==> src/rtl/fetch_queue.sv <==
// fetch_queue: circular FIFO of {pc, instr} pairs between IF and ID, with flush on redirect.
module fetch_queue #(
  parameter int DEPTH = 4,
  localparam int CW = $clog2(DEPTH) + 1
) (
  input  logic          clk,
  input  logic          reset,
  input  logic          push_valid,
  input  logic [31:0]   push_pc,
  input  logic [31:0]   push_instr,
  output logic          push_ready,
  input  logic          pop_ready,
  output logic          pop_valid,
  output logic [31:0]   pop_pc,
  output logic [31:0]   pop_instr,
  input  logic          flush,
  output logic [CW-1:0] count
);
  localparam int AW = $clog2(DEPTH);
  localparam logic [CW-1:0] FULL = CW'(DEPTH);
  logic [63:0]   mem [DEPTH];
  logic [AW-1:0] rd_ptr, wr_ptr;
  logic          push_fire, pop_fire;
  assign push_ready = count != FULL;
  assign pop_valid  = count != '0;
  assign push_fire  = push_valid & push_ready;
  assign pop_fire   = pop_ready & pop_valid;
  // Empty head presents a nop bubble so stale array contents never leak to ID.
  assign pop_pc     = pop_valid ? mem[rd_ptr][63:32] : '0;
  assign pop_instr  = pop_valid ? mem[rd_ptr][31:0]  : '0;
  always_ff @(posedge clk) begin
    if (!reset || flush) begin
      rd_ptr <= '0;
      wr_ptr <= '0;
      count  <= '0;
    end else begin
      if (push_fire) wr_ptr <= wr_ptr + 1'b1;
      if (pop_fire) rd_ptr <= rd_ptr + 1'b1;
      count <= count + CW'(push_fire) - CW'(pop_fire);
    end
  end
  always_ff @(posedge clk)
    if (reset && !flush && push_fire) mem[wr_ptr] <= {push_pc, push_instr};
endmodule

==> config.mk <==
export PLATFORM = sky130hd
export DESIGN_NAME = fetch_queue
export DESIGN_NICKNAME = d
export VERILOG_FILES = /design/src/rtl/fetch_queue.sv
export SDC_FILE = /design/constraint.sdc
export NUM_CORES = 1
export LEC_CHECK = 0
export ABC_AREA = 1
export CAP_MARGIN = 15
export CORE_MARGIN = 2
export CORE_UTILIZATION = 60
export CTS_CLUSTER_SIZE = 12
export DETAILED_ROUTE_END_ITERATION = 6
export PLACE_DENSITY = 0.9
export SYNTH_ARGS = -nofsm -noshare
export SYNTH_HDL_FRONTEND = slang
export SYNTH_SLANG_ARGS = --single-unit
==> constraint.sdc <==
create_clock -name clk -period 11.7 [get_ports clk]
set_input_delay 2.925 -clock clk [delete_from_list [all_inputs] [get_ports clk]]
set_output_delay 2.925 -clock clk [all_outputs]
set_load 0.01 [all_outputs]
; ---- Word-level counts from Yosys, hierarchy flattened
; Memory sizes are Yosys's and may differ from the RTL's. A register that Yosys moved wholly into a read port is not among the register bits.
; Index checks and enable logic that the tools add are counted.
[totals]
out_inout_bits = 69
memories = 1
register_bits = 7
ramBits = 256
[op_classes]
bitwise_logic = 2
reduce_logical = 6
n_eq_ne = 1
muxes = 6
n_addsub = 4
[mem_list]
columns = name, words, word_bits, rd, rd_clocked_by_memory_dff, write_ports, line
row1 = mem, 4, 64, 1, 1, 1, 21  ; logic [63:0] mem [DEPTH];
[ops]
columns = cell, count
row1 = 32-bit two-way mux, 2
row2 = 2-bit by 1-bit adder with 2-bit output (second input constant), 2
row3 = 2-bit two-way mux, 2
row4 = 3-bit by 1-bit adder with 3-bit output, 1
row5 = 3-bit != test (second input constant), 1
row6 = 3-bit nonzero test, 1
row7 = 3-bit by 1-bit subtractor with 3-bit output, 1
row8 = 1-bit AND, 2
row9 = 1-bit logical AND, 2
row10 = 1-bit logical NOT, 2
row11 = 1-bit two-way mux, 2
row12 = 1-bit logical OR, 1

; ---- Depth between registers and ports, before layout
; Gate-level depths: netlist (run 1).
[depth]
word_depth = 5
depth_mapped = 12
ltp_nobuf = 11

; ---- Worst setup path before layout (run 1)
; Ideal clock, no wire load.
[synth_timing]
kind = input port to flip-flop
startpoint = input reset
endpoint = memory mem[0][0], enable pin
required_ns = 11.213
path_stages = 4
t_arrival_ns = 6.077
path_slack_ns = 5.137
cell_sequence = inv_1 -> nor2_1 -> nand3_1 -> nor2_1
[synth_via]
elab_chain_len = 4
[synth_rtl]
columns = item, line
row1 = start: declaration, 7  ; input logic reset,
row2 = 1-bit logical AND (2 in series), 43  ; if (reset && !flush && push_fire) mem[wr_ptr] <= {push_pc, push_instr};
row3 = 1-bit two-way mux, 43
row4 = 1-bit two-way mux (not written as such), 43
row5 = end: declaration, 21
; No other way between the ends.

==> results.ini, run 1 <==
[floorplanning]
dieArea_um2=20000
die_x_um=141
die_h_um=141
core_area_um2=18600
io_pins=138
rows=50
initial_core_util=0.608

[synth]
yosys.area_share.xor_xnor=0
yosysSeqAreaShare=0.694
synthTopCellsByArea=edfxtp_1 68%, inv_1 9.0%, nand2_1 8.8%, nand3_1 5.8%, a21oi_1 3.0%
synth.distinct_cells=17
ys_ff_latch=265
yosys.area.top_type=edfxtp_1
synth_top_area_frac=0.678
postSynthAreaPerCell_um2=10.5
synth_compound_area_frac=0.0311
synth_mux_area_frac=0
synth_top_family_by_area=simple AND/OR/NAND/NOR gates
synthesis.area_um2=11300
synth_cells=1080
synthSimpleGateAreaFrac=0.152
yosysWarnings=0
synthesis.nets=1156
synthAdderAreaFrac=0.00838

[placement]
dp_slack_ns=5.69
globalplace.congestion=0.771
dp_cells=1412
hpwl_mm=13.6
port_buffers=137

[timing]
fin_crit_sh=0.539
slew_headroom=0.330
rsz0062_at_grt=false
fin_crit_ns=6.31
drv_slew=0
final.setup.worst_slack_ns=5.39
fin_skew_ns=0.00816
finalHoldViolCount=0
setup_violations=0
final.setup.tns_ns=0
tightest_slew_ns=1.00
max_freq_ghz=0.159

[power]
powerDensity_nw_per_um2=144
ir_worst_vdd_mv=0.117
power_mw=1.96
p_leak_nw=5.73

[critical_path]
crit_fanout=70
cp-end-kind=output port
r2r_start=count[1]$_SDFF_PP0_
critPathKind=flop to output port
crit_arrival_ns=3.38
start_kind=flop
crit_required_ns=8.78

[cts]
clk_pin_slew_worst_paths_ns=0.06
numCtsBuffers=27
insertion_delay_ns=0.51
root_buffer=clkbuf_16
cts_resized=0
cts_buffer_depth=3
cts_hold_buf=0
cts_sinks=265
htreeDepth=1
post-cts-setup-buffers=0
cts_tree=done

[layout]
final_common_cell=inv_1
layout_common_cells=272 x inv_1, 267 x nand2_1, 256 x edfxtp_1
drive_gt1_frac=0.0409
syn_to_final_growth_pct=19.8
fillers=1255
nets=1283
finalNonFillerCells=1457
finish.utilization=0.729

[job]
max-cap-violations=0

[route]
antenna_left=0
detail_route.first_pass.iterations=5
via_count=7549
avgRoutedWirePerCell_um=16.0
detail_route.wirelength_mm=23.3
vias_per_cell=5.18
drc_errors=0
first_iter_violations=663

[global_route]
grt_pass1_wl_mm=36.9
grt_pass1_vias=7615
grt.overflow.total=0
grtUsageTotal=0.234
antenna_found_initial=1
grt_max_degree=71

[min_path]
holdCritPathClass=flop to flop
hp-start=rd_ptr[0]$_SDFFE_PP0P_

[status]
status=finished clean

[stage by stage]
stage | hold WS, ns | area, um^2
floorplan | 0.448 | 11300
global placement | 0.458 | 12800
detailed placement | 0.484 | 12800
CTS | 0.501 | 13600
global route | 0.546 | 13600
finish | 0.501 | 13600
[cell type report]
class,count,area [um^2],share of cell area
Antenna cell,1,2.50,0.000184
Clock buffer,39,721,0.0530
Clock inverter,5,26.3,0.00193
Inverter,275,1030,0.0761
Multi-Input combinational cell,492,2200,0.162
Sequential cell,265,7870,0.579
Tap cell,234,293,0.0215
Timing Repair Buffer,146,1440,0.106
[synthesized netlist by cell type]
library cell / number
inv_2: 3
nand2_2: 1
nand3_1: 132
clkbuf_1: 5
a21oi_1: 68
nand2_1: 267
o21ai_0: 1
inv_1: 272
dfxtp_1: 9
ha_1: 6
buf_2: 36
buf_6: 6
nor2_1: 15
edfxtp_1: 256
a21boi_0: 1
fa_1: 1
buf_1: 1
[layer usage]
layer  vias up  wire length, um  global-route usage
met5         -                0                   0
met4         0              493              0.0779
met3        50             1250              0.0310
met2       250            12300               0.431
met1      3588             9260               0.287
li1       3661                -                   -
[sequential cells by signal, summed over array words and instances, names as in the netlist, named ones only]
signal,cells
mem,256
count,3
rd_ptr,2
wr_ptr,2
[path summary, 6_finish.rpt]
check / cells past startpoint / slack (ns) / endpoint
max: 6 / 5.39 / pop_instr[4]
min reg2reg: 2 / 0.50 / flop
min: 2 / 0.50 / flop
max reg2reg: 12 / 8.63 / count[2]$_SDFF_PP0_
[critical path, cell delays in order, from the launching register on]
cell             delay [ns]
dfxtp_4                0.78
inv_4                  0.41
buf_4                  0.45
nand2_1                0.16
nand3_1                0.08
a21oi_1                0.25
clkdlybuf4s50_1        0.58
[cells by family (layout without fill, tap and decap cells)]
family	count (synthesis)	after routing
adder cells (fa/ha/maj)	7	7
AO/OA/AOI/OAI	70	70
AND/OR/NAND/NOR	415	415
other	0	1
flip-flops	265	265
buffers and inverters	323	465
[report_power, final]
group	switching (mW)	internal, mW	leakage, nW
sequential	0.00601	1.05	2.39
clock	0.320	0.422	0.360
combinational	0.0871	0.0742	2.99
Power figures use the tool's default switching activity.
==> run 2, diff against run 1 <==
Settings changed: CORE_UTILIZATION 60 to 50, PLACE_DENSITY 0.9 to 0.81.
Clock period 11.7 ns to 5.2 ns, I/O delays scaled along.
==> results.ini, run 2 (same netlist as run 1, synthesis figures left out) <==
[critical_path]
crit_chain=inv_4 > buf_4 > nand2_1 > nand3_1 > a21oi_1 > clkdlybuf4s50_1
crit_family=buffers and inverters
start_kind=flop
critPathKind=flop to output port
crit_arrival_ns=3.14  ; -0.24 ns
r2r_start=count[1]$_SDFF_PP0_
cp-end-kind=output port
cpPeakStageDelay_ns=0.67  ; -0.11 ns
crit_buf_inv=3  ; unchanged
crit_required_ns=3.90  ; -4.88 ns
crit_fanout=89  ; +27%
crit_slowest_cell=dfxtp_4

[cts]
htreeDepth=1  ; unchanged
cts_sinks=265  ; unchanged
cts_tree=done
clk_pin_slew_worst_paths_ns=0.06  ; about the same
cts_hold_buf=0  ; unchanged
insertion_delay_ns=0.53  ; +0.02 ns
root_buffer=clkbuf_16
post-cts-setup-buffers=0  ; unchanged
cts_buffer_depth=3  ; unchanged
cts_resized=0  ; unchanged
numCtsBuffers=27  ; unchanged

[min_path]
hp-start=rd_ptr[0]$_SDFFE_PP0P_
holdCritPathClass=flop to flop

[placement]
globalplace.congestion=0.723  ; -6.2%
hpwl_mm=13.8  ; +1.1%
dp_slack_ns=1.31  ; -4.39 ns
port_buffers=137  ; unchanged

[layout]
nets=1283  ; unchanged
fillers=1740  ; +39%
final_common_cell=inv_1
multi_input_comb_area_um2=2200  ; unchanged
largest_register_ffs=256  ; unchanged
syn_to_final_growth_pct=20.7
drive_gt1_frac=0.0418  ; +0.000921
finish.utilization=0.610  ; -0.119
antenna_cells=0  ; -1
layout_common_cells=272 x inv_1, 267 x nand2_1, 256 x edfxtp_1
top_regs=mem x256, count x3
seqCellArea_um2=7870  ; unchanged
regMostFlops=mem

[timing]
final.setup.worst_slack_ns=0.764  ; -4.63 ns
drv_slew=0  ; unchanged
setup_violations=0  ; unchanged
fin_skew_ns=0.00970  ; +0.00154 ns
hold_ws_ns=0.498  ; -0.00342 ns
finalHoldViolCount=0  ; unchanged
fin_crit_ns=4.44
fin_crit_sh=0.853
tightest_slew_ns=1.03  ; +0.0258 ns
final.setup.tns_ns=0  ; unchanged
max_freq_ghz=0.225
rsz0062_at_grt=false
slew_headroom=0.313  ; -0.0166

[route]
antenna_left=0  ; unchanged
detail_route.wirelength_mm=24.1  ; +3.6%
avgRoutedWirePerCell_um=16.0  ; +0.34%
detail_route.first_pass.iterations=5  ; unchanged
drc_errors=0  ; unchanged
first_iter_violations=738  ; +11%
vias_per_cell=4.96  ; -4.2%
via_count=7467  ; -1.1%

[floorplanning]
core_area_um2=22400  ; +20%
initial_core_util=0.506  ; -0.103
dieArea_um2=23900  ; +19%
io_pins=138  ; unchanged
die_h_um=155  ; +9.3%
die_x_um=155  ; +9.3%
rows=55  ; +10%

[power]
ir_worst_vdd_mv=0.306  ; +160%
powerDensity_nw_per_um2=323  ; +120%
switchingPower_mw=0.944  ; +130%
p_sw_frac=0.214  ; +0.00290
p_leak_nw=5.75  ; +0.26%
p_seq_frac=0.538  ; -0.002
pwr-share-clk=0.377  ; about the same
comb_power_share=0.084  ; +0.002
internal_power_mw=3.48  ; +120%

[global_route]
grt_pass1_wl_mm=37.9  ; +2.6%
grt.overflow.total=0  ; unchanged
grt_max_degree=90  ; +27%
grtUsageTotal=0.201  ; -0.0330
antenna_found_initial=1  ; unchanged
grt_pass1_vias=7481  ; -1.8%

[job]
max-cap-violations=0  ; unchanged

[status]
status=finished clean

## run 2: worst reg2reg max path, delay by kind of cell, from the launching register on
family,cells,cell delay (ns)
buf+inv,3,0.88
fa+ha+maj,3,0.83
simple gates,4,0.44
flops,1,0.36
compound gates,1,0.17
## run 2: through the flow
step,total power [mW],std cells,area [um^2]
2_1_floorplan,2.59,1080,11300
3_3_place_gp,2.79,1463,13000
3_5_place_dp,2.80,1463,13000
4_1_cts,4.46,1504,13700
5_1_grt,4.57,1504,13700
6_report,4.42,1504,13700
## run 2: per-layer routing
layer  global-route usage  share of wire  vias to the layer above
met5                    0        0.00066                        -
met4               0.0547          0.022                        2
met3               0.0342          0.063                       36
met2                0.362           0.51                      266
met1                0.253           0.41                     3501
li1                     -              -                     3662
## run 2: path summary, 6_finish.rpt
| path | endpoint | slack, ns | cells after the start |
|---|---|---|---|
| worst max-delay path | pop_pc[3] | 0.76 | 6 |
| worst min-delay path | rd_ptr[0]$_SDFFE_PP0P_ | 0.50 | 2 |
| worst max register to register | count[2]$_SDFF_PP0_ | 2.40 | 11 |
| worst min register to register | rd_ptr[0]$_SDFFE_PP0P_ | 0.50 | 2 |
## run 2: layout make-up
type | instances | area share
Sequential cell | 265 | 0.575
Multi-Input combinational cell | 492 | 0.161
Timing Repair Buffer | 146 | 0.109
Inverter | 275 | 0.0756
Clock buffer | 34 | 0.0513
Tap cell | 285 | 0.0260
Clock inverter | 7 | 0.00265
## run 2: power groups by stage
stage,Sequential [mW],Clock (mW),Combinational (mW)
after floorplan,2.42,0,0.167
after global placement,2.42,0,0.366
after detailed placement,2.43,0,0.373
after CTS,2.38,1.70,0.376
after global routing,2.38,1.78,0.403
final,2.38,1.67,0.372
